===== config.mk =====
export PLATFORM = sky130hd
export DESIGN_NAME = div_radix2
export DESIGN_NICKNAME = d
export VERILOG_FILES = /design/src/rtl/div_radix2.sv
export SDC_FILE = /design/constraint.sdc
export NUM_CORES = 1
export LEC_CHECK = 0
export CORE_ASPECT_RATIO = 0.75
export CORE_MARGIN = 4
export CORE_UTILIZATION = 50
export CTS_CLUSTER_DIAMETER = 100
export CTS_CLUSTER_SIZE = 8
export DETAILED_ROUTE_END_ITERATION = 12
export PLACE_DENSITY_LB_ADDON = 0.15
export RECOVER_POWER = 100
export SLEW_MARGIN = 0
export SYNTH_ARGS = -nofsm -noshare
export SYNTH_HDL_FRONTEND = slang
export SYNTH_SLANG_ARGS = --single-unit

===== constraint.sdc =====
create_clock -name clk -period 5 [get_ports clk]
set_input_delay 1.5 -clock clk [delete_from_list [all_inputs] [get_ports clk]]
set_output_delay 1.5 -clock clk [all_outputs]
set_load 0.005 [all_outputs]

===== src/rtl/div_radix2.sv =====
// -----------------------------------------------------------------------------
// div_radix2 -- iterative radix-2 restoring divider for MIPS DIV/DIVU (EX stage)
//
// Produces one quotient bit per cycle, MSB first, with a fixed latency.
// ready pulses for one cycle when the result is valid, and the hazard unit uses
// it to release the E/D stall. The result drives the HI/LO write path as
// {hi = remainder, lo = quotient}.
//
// Ports
//   clk         in   rising-edge clock
//   resetn      in   asynchronous active-low reset
//   start       in   level; a DIV/DIVU is present in E (sampled only in IDLE)
//   signed_div  in   1 = DIV (two's complement), 0 = DIVU
//   annul       in   flush/exception; abandon the current op at the next edge
//   a, b        in   dividend / divisor
//   ready       out  single-cycle result-valid pulse
//   result      out  {remainder, quotient}; held until the next op completes
// -----------------------------------------------------------------------------
module div_radix2 #(
   parameter int WIDTH = 32
) (
   input  logic               clk,
   input  logic               resetn,
   input  logic               start,
   input  logic               signed_div,
   input  logic               annul,
   input  logic [WIDTH-1:0]   a,
   input  logic [WIDTH-1:0]   b,
   output logic               ready,
   output logic [2*WIDTH-1:0] result
);

   localparam int            CW   = (WIDTH > 1) ? $clog2(WIDTH) : 1;
   localparam logic [CW-1:0] LAST = CW'(WIDTH - 1);

   typedef enum logic [1:0] {S_IDLE, S_BUSY, S_DONE} state_t;

   state_t           r_state, w_state_nx;
   logic [WIDTH-1:0] r_rem, r_quo, r_div;
   logic [CW-1:0]    r_cnt;
   logic             r_neg_q, r_neg_r;

   logic             w_accept, w_last;
   logic [WIDTH-1:0] w_abs_a, w_abs_b;
   logic [WIDTH:0]   w_sh;
   logic [WIDTH+1:0] w_sub;
   logic             w_borrow;
   logic [WIDTH-1:0] w_rem_nx, w_quo_nx, w_rem_fix, w_quo_fix;

   // annul has priority over start, so a flushed instruction is never accepted
   assign w_accept = (r_state == S_IDLE) && start && !annul;
   assign w_last   = (r_state == S_BUSY) && !annul && (r_cnt == LAST);

   // Magnitudes; -x wraps for the most negative value, which is what the
   // unsigned core needs (0x80000000 is its own magnitude)
   assign w_abs_a = (signed_div && a[WIDTH-1]) ? -a : a;
   assign w_abs_b = (signed_div && b[WIDTH-1]) ? -b : b;

   // Shifted partial remainder needs one extra bit before the trial subtract;
   // the extra top bit of w_sub is the borrow.
   assign w_sh     = {r_rem, r_quo[WIDTH-1]};
   assign w_sub    = {1'b0, w_sh} - {2'b00, r_div};
   assign w_borrow = w_sub[WIDTH+1];
   assign w_rem_nx = w_borrow ? w_sh[WIDTH-1:0] : w_sub[WIDTH-1:0];
   assign w_quo_nx = {r_quo[WIDTH-2:0], ~w_borrow};

   // Sign fixup applied to the final iteration's values as they are registered
   assign w_quo_fix = r_neg_q ? -w_quo_nx : w_quo_nx;
   assign w_rem_fix = r_neg_r ? -w_rem_nx : w_rem_nx;

   always_ff @(posedge clk or negedge resetn) begin
      if (!resetn) r_state <= S_IDLE;
      else         r_state <= w_state_nx;
   end

   always_comb begin
      w_state_nx = r_state;
      case (r_state)
         S_IDLE:  if (start)               w_state_nx = S_BUSY;
         S_BUSY:  if (r_cnt == LAST)       w_state_nx = S_DONE;
         S_DONE:                           w_state_nx = S_IDLE;
         default:                          w_state_nx = S_IDLE;
      endcase
      if (annul) w_state_nx = S_IDLE;
   end

   always_ff @(posedge clk or negedge resetn) begin
      if (!resetn) begin
         r_rem    <= '0;
         r_quo    <= '0;
         r_div    <= '0;
         r_cnt    <= '0;
         r_neg_q  <= 1'b0;
         r_neg_r  <= 1'b0;
         result   <= '0;
      end else if (w_accept) begin
         r_rem    <= '0;
         r_quo    <= w_abs_a;
         r_div    <= w_abs_b;
         r_cnt    <= '0;
         r_neg_q  <= signed_div && (a[WIDTH-1] ^ b[WIDTH-1]);
         r_neg_r  <= signed_div && a[WIDTH-1];
      end else if ((r_state == S_BUSY) && !annul) begin
         r_rem    <= w_rem_nx;
         r_quo    <= w_quo_nx;
         r_cnt    <= r_cnt + CW'(1);
         if (w_last) result <= {w_rem_fix, w_quo_fix};
      end
   end

   assign ready = (r_state == S_DONE);

endmodule


Yosys cells after proc, flatten, opt, wreduce, memory -nomap -nowiden
Index checks and enable logic that the tools add are counted.
{"block": "classes", "n_mux": 15, "n_bitwise": 3, "n_reduce_logical": 12, "n_eq_ne": 5, "add_sub_neg": 6}
{"operator": "32-bit 2-to-1 mux", "n": 9}
{"operator": "32-bit negator", "n": 4}
{"operator": "33-bit by 32-bit subtractor with 34-bit output", "n": 1}
{"operator": "5-bit 2-to-1 mux", "n": 2}
{"operator": "1-bit logical AND", "n": 7}
{"operator": "2-bit 2-to-1 mux", "n": 3}
{"operator": "3-bit inequality test, second input constant", "n": 2}
{"operator": "5-bit by 1-bit adder with 5-bit output, second input constant", "n": 1}
{"operator": "5-bit equality test, second input constant", "n": 1}
{"operator": "2-bit one-hot mux with 2 select lines", "n": 1}
{"operator": "3-bit AND reduction", "n": 1}
{"operator": "2-bit by 1-bit equality test with 1-bit output, second input constant", "n": 1}
{"operator": "2-bit equality test, second input constant", "n": 1}
{"operator": "2-bit logical NOT", "n": 1}
{"operator": "1-bit NOT", "n": 2}
{"operator": "2-bit AND reduction", "n": 1}
{"operator": "2-bit nonzero test", "n": 1}
{"operator": "1-bit logical NOT", "n": 1}
{"operator": "1-bit bitwise XOR", "n": 1}
{"block": "word_totals", "out_inout_bits": 65, "reg_bits": 169, "inputBits": 69}

Logic depth before layout (Yosys ltp)
Gate-level depths: netlist (run 1).
{"block": "logic_depth", "depth_word": 5, "mapped_depth": 22, "mapped_depth_nobuf": 18}

Least setup slack after synthesis (run 1)
OpenSTA, ideal clock, no wires.
{"block": "synth_path", "path_kind": "register to register", "from": "reg r_rem[13]", "to": "reg result[26]", "path_stages_with_launch": 20, "path_slack_ns": 0.272, "t_arrival_ns": 4.598, "required_time_ns": 4.870, "synth_period_minus_slack_ns": 4.728, "n_path_buf": 4, "setup_time_ns": 0.130, "cell_sequence": "dfrtp_1 > ha_1 > buf_4 > a21oi_2 > o21ai_2 > a221o_1 > a2111oi_4 > nand2_4 > clkinv_4 > buf_6 > clkbuf_1 > clkbuf_1 > ha_1 > nand2_1 > or3_1 > or2_2 > or4_1 > o31ai_1 > xor2_1 > o21ai_1"}
{"block": "synth_via", "elab_chain_cells": 4}
{"element": "from (decl)", "line_no": "39", "source": "logic [WIDTH-1:0] r_rem, r_quo, r_div;"}
{"element": "from (signal assigned)", "line_no": "104", "source": "r_rem <= w_rem_nx;"}
{"element": "33-bit by 32-bit subtractor with 34-bit output", "line_no": "62", "source": "assign w_sub = {1'b0, w_sh} - {2'b00, r_div};"}
{"element": "1-bit NOT", "line_no": "65", "source": "assign w_quo_nx = {r_quo[WIDTH-2:0], ~w_borrow};"}
{"element": "32-bit negator", "line_no": "68", "source": "assign w_quo_fix = r_neg_q ? -w_quo_nx : w_quo_nx;"}
{"element": "32-bit 2-to-1 mux", "line_no": "68"}
{"element": "to (signal assigned)", "line_no": "107", "source": "if (w_last) result <= {w_rem_fix, w_quo_fix};"}
{"element": "to (decl)", "line_no": "30", "source": "output logic [2*WIDTH-1:0] result"}
Every way passes these cells.
A chain may end at the register's enable or synchronous reset.

Worst setup path after layout (run 1)
{"block": "layout_path", "from": "reg r_quo[31]", "to": "reg result[62]"}
{"block": "layout_via", "elab_chain_cells": 4}
{"element": "from (decl)", "line_no": "39"}
{"element": "from (signal assigned)", "line_no": "98", "source": "r_quo <= w_abs_a;"}
{"element": "from (signal assigned)", "line_no": "105", "source": "r_quo <= w_quo_nx;"}
{"element": "33-bit by 32-bit subtractor with 34-bit output", "line_no": "62"}
{"element": "32-bit 2-to-1 mux (*)", "line_no": "64", "source": "assign w_rem_nx = w_borrow ? w_sh[WIDTH-1:0] : w_sub[WIDTH-1:0];"}
{"element": "32-bit negator", "line_no": "69", "source": "assign w_rem_fix = r_neg_r ? -w_rem_nx : w_rem_nx;"}
{"element": "32-bit 2-to-1 mux (*)", "line_no": "69"}
Every way passes the cells marked *; elsewhere a longest branch is shown, timed or not.

==> metrics.md, run 1 <==
| Metric | Value |
|---|---|
| Clk_lat worst skew | ~0.44 ns |
| Routed wire length | roughly 35000 µm |
| Post-CTS Hold Fix Bufs | 0 |
| Syn_nets | about 1500 |
| R2r startpoint | r_quo[31]$_DFFE_PN0P_ |
| Outcome | complete, but fails checks |
| Startpoint Class | flop |
| Port Buffer Count | between 100 and 150 |
| Unrepaired setup endpoints after global routing | no |
| # Max-Cap Violations | 4 |
| Violated checks | max-capacitance violations, max-slew violations |
| Die area | 26000 µm² |
| Via count | roughly 11000 |
| # resized after CTS | 0 |
| Die Height | 141 µm |
| Routed wire per std cell | roughly 19 µm |
| Ant. Diodes | 0 |
| Htree depth | 4 |
| Most common cell after layout, fill and taps aside | nand2_1 |
| Residual DRC | 0 |
| HPWL Detailed | about 27000 µm |
| R2r worst-path depth | 15 |
| Largest net degree at the start of global routing | between 90 and 100 |
| Area of the mapped netlist | roughly 12000 µm² |
| Post-CTS repair timing setup buffer count | 0 |
| Synth top area share | 36.0% |
| VDD IR max | 360 µV |
| Final TNS setup | 0 ns |
| CP max FO | 4 |
| TritonCTS Buffers | 17 |
| Max Fclk | ~220 MHz |
| Hold Path Origin | result[50]$_DFFE_PN0P_ |
| Power per standard cell area | ~580 nW/µm² |
| Seq/Total Area, Yosys | around 36% |
| Yosys warning count | 0 |
| Highest-count cells in the layout ignoring fill and taps | 263 x nand2_1, 171 x o21ai_0, 169 x dfrtp_1 |
| Total GRT Usage | a little over a quarter |
| Core region area | around 23000 µm² |
| Hold crit path type | flop to flop |
| Utilization after layout | around three fifths |
| Fin nets | around 1600 |
| GPL Wtd Cong | approximately 1 |
| Max Slew Vio Count | 231 |
| Count of final setup violators | 0 |
| Crit share post-route | just over 90% |
| Post-synth top area cell | dfrtp_1 |
| # IOs | ~130 |
| Number of global-route vias before repair | approximately 10000 |
| TritonCTS clock tree | yes |
| Slew HR | -63.1% |
| Post-synthesis cell type count | 88 |
| Asr flop ratio synth | 100% |
| First-pass GRT wire length | between 50000 and 60000 µm |
| Share of layout cells above drive strength 1 | between 5 and 6% |
| Cells after Synth | roughly 1400 |
| Synth top area cells | dfrtp_1 36%, nand2_1 8.4%, o21ai_0 7.2%, xnor2_1 5.4%, xor2_1 5.4% |
| Worst endpoint data arrival time | between 4 and 5 ns |
| Critical path class | flop to flop |
| Initial antenna violation count | 0 |
| Maximum root-to-sink buffer count | 2 |
| Minimum clock period after layout | ~4.6 ns |
| Initial core utilization | 50.9% |
| Worst path required time | 5.31 ns |
| FP Rows | 48 |
| Mean post-synth cell area | 8.15 µm² |
| Leak | around 6 nW |
| P&R area growth vs syn | 17.8% |
| Critical Path End Type | flop |
| Final ANT Viol Nets | 0 |
| #FFs+latches synth | 169 |
| Max Clock Skew | about 0.013 ns |
| Grt ovf | 0 |
| Drt first-iter violations | approximately 1100 |
| Hold path depth | 2 |
| Die X | approximately 180 µm |
| CP startpoint | r_quo[31]$_DFFE_PN0P_ |
| Clock root cell | clkbuf_16 |
| Worst-Margin Slew | about 2.4 ns |
| Routed vias/inst | approximately 5.9 |
| EDFF count, synth | 0 |
| Synth Flop Type | dfrtp_1 |
| DRT Pass-1 Iters | 5 |
| Clock Sinks | around 170 |
| Clock-pin slew of the registers on the worst-case setup and hold paths | roughly 0.070 ns |
| Final hold viol count | 0 |
==> worst max-delay path: stages, from the launching register on <==
cell,delay (ns)
dfrtp_1,0.41
inv_1,0.09
ha_1,0.16
inv_1,0.05
fa_1,0.43
a211oi_1,0.34
o21ai_1,0.20
a31oi_1,0.49
o21a_1,0.23
o311ai_0,0.30
a2111o_1,0.53
o31ai_1,0.44
nand2_1,0.16
o41ai_1,0.45
xnor2_1,0.16
a21oi_1,0.08
==> per-layer routing <==
layer  global-route usage (%)  up-vias  wire [µm]
li1                         -     5292          -
met1                     45.3     5026      17800
met2                     31.5      514      12300
met3                     7.71       30       4100
met4                     4.44        0        327
met5                        0        -          0
==> kinds of logic (layout without fill, tap and decap cells) <==
| group | Yosys count | count (layout) | synth area share [%] |
|---|---|---|---|
| adders and majority gates | 39 | 39 | 4.22 |
| muxes | 21 | 21 | 1.80 |
| xor gates and xnor gates | 145 | 145 | 10.8 |
| and+or+nand+nor | 522 | 522 | 20.4 |
| AOI/OAI and AO/OA | 415 | 415 | 22.3 |
| buffers and inverters | 130 | 238 | 4.46 |
| DFF | 169 | 169 | 36.0 |
==> sequential cells by signal (all words and copies together), names as in the netlist <==
register  cells
result       64
r_div        32
r_quo        32
r_rem        32
r_cnt         5
r_state       2
r_neg_q       1
r_neg_r       1
==> report_power, final <==
part / internal, mW / leakage (nW) / switching [mW]
clock: 0.667 / 0.280 / 0.648
combinational: 1.74 / 3.55 / 2.94
sequential: 1.60 / 2.21 / 0.370
total: 4.00 / 6.04 / 3.96
==> final cells by class <==
type                    instances  area [µm²]
clock buffers                  17         425
clock inverters                15         153
fillers                      2113        9230
inverters                      49         189
multi-input cells            1142        6960
flip-flops and latches        169        4230
well taps                     300         375
repair buffers                157        1500
==> final timing paths <==
kind	endpoint	slack (ns)
max in group asynchronous	result[16]$_DFFE_PN0P_	0.93
setup reg to reg	result[62]$_DFFE_PN0P_	0.36
setup / recovery	result[62]$_DFFE_PN0P_	0.36
hold / removal	result[50]$_DFFE_PN0P_	0.47
hold reg to reg	result[50]$_DFFE_PN0P_	0.47
min in group asynchronous	result[41]$_DFFE_PN0P_	1.76
==> cells in the mapped netlist (all sizes together) (11+ instances only) <==
| cell | n |
|---|---|
| a21oi | 61 |
| a31oi | 42 |
| buf | 20 |
| clkbuf | 61 |
| dfrtp | 169 |
| ha | 38 |
| inv | 48 |
| mux2i | 20 |
| nand2 | 266 |
| nand3 | 18 |
| nor2 | 102 |
| nor3 | 26 |
| nor4 | 16 |
| o21a | 11 |
| o21ai | 184 |
| o31ai | 35 |
| o41ai | 11 |
| or3 | 19 |
| or4 | 12 |
| xnor2 | 73 |
| xor2 | 72 |
==> per-stage QoR <==
| step | instance area, µm² | hold WS, ns | cells | total power, mW | setup WS (ns) |
|---|---|---|---|---|---|
| after floorplan | 11700 | 0.450 | 1441 | 5.15 | 0.272 |
| after detailed placement | 13300 | 0.470 | 1817 | 6.51 | 0.231 |
| after global placement | 13300 | 0.461 | 1817 | 6.47 | 0.303 |
| final | 13800 | 0.474 | 1849 | 7.96 | 0.359 |
| after global routing | 13800 | 0.493 | 1849 | 8.44 | 0.0390 |
| after CTS | 13900 | 0.487 | 1849 | 7.83 | 0.440 |
Note: power is estimated with default switching activity, not from simulation.
==> run 2: changes to the inputs <==
--- a/config.mk
+++ b/config.mk
@@ -12,7 +12,7 @@
 export CTS_CLUSTER_SIZE = 8
 export DETAILED_ROUTE_END_ITERATION = 12
 export PLACE_DENSITY_LB_ADDON = 0.15
-export RECOVER_POWER = 100
+export RECOVER_POWER = 25
 export SLEW_MARGIN = 0
 export SYNTH_ARGS = -nofsm -noshare
 export SYNTH_HDL_FRONTEND = slang
==> run 2 against run 1 <==
Compared with the run above:
- the run still ends with max-capacitance violations, max-slew violations left
- worst hold slack better by 0.0062 ns
- count of clock-buffer cells in the layout stayed put
- worst setup slack better by 0.040 ns
- critical path depth is 2 higher
- non-clock buffer count stayed put
- sequential cell count stayed put
- global-route usage stayed put
==> metrics.md, run 2 (same netlist as run 1, synthesis figures left out) <==
| Metric | Value |
|---|---|
| Post-CTS repair timing setup buffer count | 0 |
| Max Clock Skew | roughly 0.013 ns |
| Tot Pwr | 7.98 mW |
| Minimum clock period after layout | between 4 and 5 ns |
| Worst r2r dst | result[58]$_DFFE_PN0P_ |
| GPL Wtd Cong | 0.973 |
| # IOs | 134 |
| Unrepaired setup endpoints after global routing | no |
| Die Height | about 140 µm |
| Leak | roughly 5.8 nW |
| R2r startpoint | r_rem[15]$_DFFE_PN0P_ |
| Final Instance Area | about 14000 µm² |
| Number of global-route vias before repair | just under 10000 |
| Initial core utilization | roughly half |
| # Max-Cap Violations | 1 |
| Die area | roughly 26000 µm² |
| Largest net degree at the start of global routing | 96 |
| Port Buffer Count | 133 |
| WHS Endpoint | result[36]$_DFFE_PN0P_ |
| Count of final setup violators | 0 |
| Htree depth | 4 |
| Residual DRC | 0 |
| Drt first-iter violations | between 1000 and 1500 |
| TritonCTS Buffers | 17 |
| Die X | 185 µm |
| Grt ovf | 0 |
| Clock root cell | clkbuf_16 |
| CP Depth | 17 |
| Slowest-stage cell, CP | ha_1 |
| Clock Sinks | around 170 |
| Biggest register | result |
| TritonCTS clock tree | yes |
| Initial antenna violation count | 0 |
| Fin nets | around 1600 |
| Maximum root-to-sink buffer count | 2 |
| Routed wire length | 34600 µm |
| Crit share post-route | around 92% |
| P&R area growth vs syn | 18.3% |
| Dpl cell area | ~13000 µm² |
| Clk_lat worst skew | between 0.4 and 0.5 ns |
| # resized after CTS | 0 |
| Worst path required time | between 5 and 6 ns |
| Utilization after layout | between 60 and 70% |
| Buf/Inv on CP | 1 |
| Max Fclk | between 200 and 250 MHz |
| HPWL Detailed | 26600 µm |
| CP max FO | 11 |
| Highest-count cells in the layout ignoring fill and taps | 263 x nand2_1, 169 x dfrtp_1, 168 x o21ai_0 |
| Placed cell count | approximately 1800 |
| Violated checks | max-capacitance violations, max-slew violations |
| Core region area | roughly 23000 µm² |
| Dpl ws | roughly 0.23 ns |
| Post-CTS Hold Fix Bufs | 0 |
| Hold Path Origin | result[36]$_DFFE_PN0P_ |
| Final hold slack | 0.481 ns |
| Clock-pin slew of the registers on the worst-case setup and hold paths | approximately 0.08 ns |
| Most common cell after layout, fill and taps aside | nand2_1 |
| Worst endpoint data arrival time | slightly below 5 ns |
| Max reg flops | 64 |
| Share of layout cells above drive strength 1 | 6.00% |
| CP delay by family, top | compound AO/OA/AOI/OAI gates |
| CP startpoint | r_rem[15]$_DFFE_PN0P_ |
| First-pass GRT wire length | around 55000 µm |
| Total GRT Usage | between 20% and 30% |
| Final ANT Viol Nets | 0 |
| Reg2Reg Setup Slack | 0.40 ns |
| Slew HR | -63.5% |
| Max Slew Vio Count | 96 |
| Final non-filler cell total | around 1800 |
| Final hold viol count | 0 |
| Post-route setup slack | roughly 0.4 ns |
| Power per standard cell area | about 570 nW/µm² |
| Crit path cell chain | ha_1, nand4_1, nor3_1, a221o_1, a2111oi_4, nand2_4, clkinv_4, mux2i_1, ha_1, nand2_1, nor4bb_1, nand4b_1, a22oi_1, nand4_1, o31ai_1, xnor2_1, o21ai_0 |
| FP Rows | 48 |
| Worst-Margin Slew | 2.45 ns |
| Critical Path End Type | flop |
| Startpoint Class | flop |
| # fillers | ~2100 |
| Via count | approximately 11000 |
| Ant. Diodes | 0 |
| R2r worst-path depth | 17 |
| Hold path depth | 2 |
| VDD IR max | 360 µV |
| Routed vias/inst | around 5.9 |
| Slowest stage delay, CP | between 0.4 and 0.5 ns |
| Hold crit path type | flop to flop |
| Routed wire per std cell | 18.7 µm |
| DRT Pass-1 Iters | 5 |
| Outcome | complete, but fails checks |
| Final TNS setup | 0 ns |
| Critical path class | flop to flop |
## run 2: changes by cell type in the layout (fill, tap and decap cells not counted), sizes merged
cell           change
clkdlybuf4s50     +68
dlygate4sd3       -68
buf                +5
clkbuf             -5
## run 2: worst max path at each step
stage | to | slack [ns]
finish | result[58]$_DFFE_PN0P_ | 0.40
global route | result[58]$_DFFE_PN0P_ | 0.04
CTS | result[58]$_DFFE_PN0P_ | 0.44
detailed placement | r_quo[31]$_DFFE_PN0P_ | 0.23
global placement | r_quo[31]$_DFFE_PN0P_ | 0.30
floorplan | result[26]$_DFFE_PN0P_ | 0.27
## run 2: metal layers
layer	wire length (µm)	vias up	share of wire (%)	global-route usage (%)
met2	12300	493	36	31.5
li1	-	5285	-	-
met1	17900	5037	52	45.3
met5	0	-	0	0
met4	325	0	0.94	4.44
met3	4040	30	12	7.71
## run 2: worst register-to-register path, cell delays in order (launching register included)
cell,delay (ns)
dfrtp_1,0.45
ha_1,0.47
nand4_1,0.21
nor3_1,0.10
a221o_1,0.36
a2111oi_4,0.43
nand2_4,0.16
clkinv_4,0.11
mux2i_1,0.30
ha_1,0.28
nand2_1,0.08
nor4bb_1,0.37
nand4b_1,0.18
a22oi_1,0.24
nand4_1,0.18
o31ai_1,0.31
xnor2_1,0.16
o21ai_0,0.09
## run 2: layout make-up
type	count	area [µm²]	area share, %
flip-flops and latches	169	4230	30.4
clock buffers	17	425	3.06
multi-input cells	1142	7010	50.4
clock inverters	15	153	1.10
well taps	300	375	2.70
repair buffers	157	1520	10.9
inverters	49	189	1.36
## run 2: report_power, final
part / total (mW) / switching [mW] / internal (mW)
combinational: 4.70 / 2.95 / 1.74
sequential: 1.97 / 0.373 / 1.60
clock: 1.31 / 0.645 / 0.667
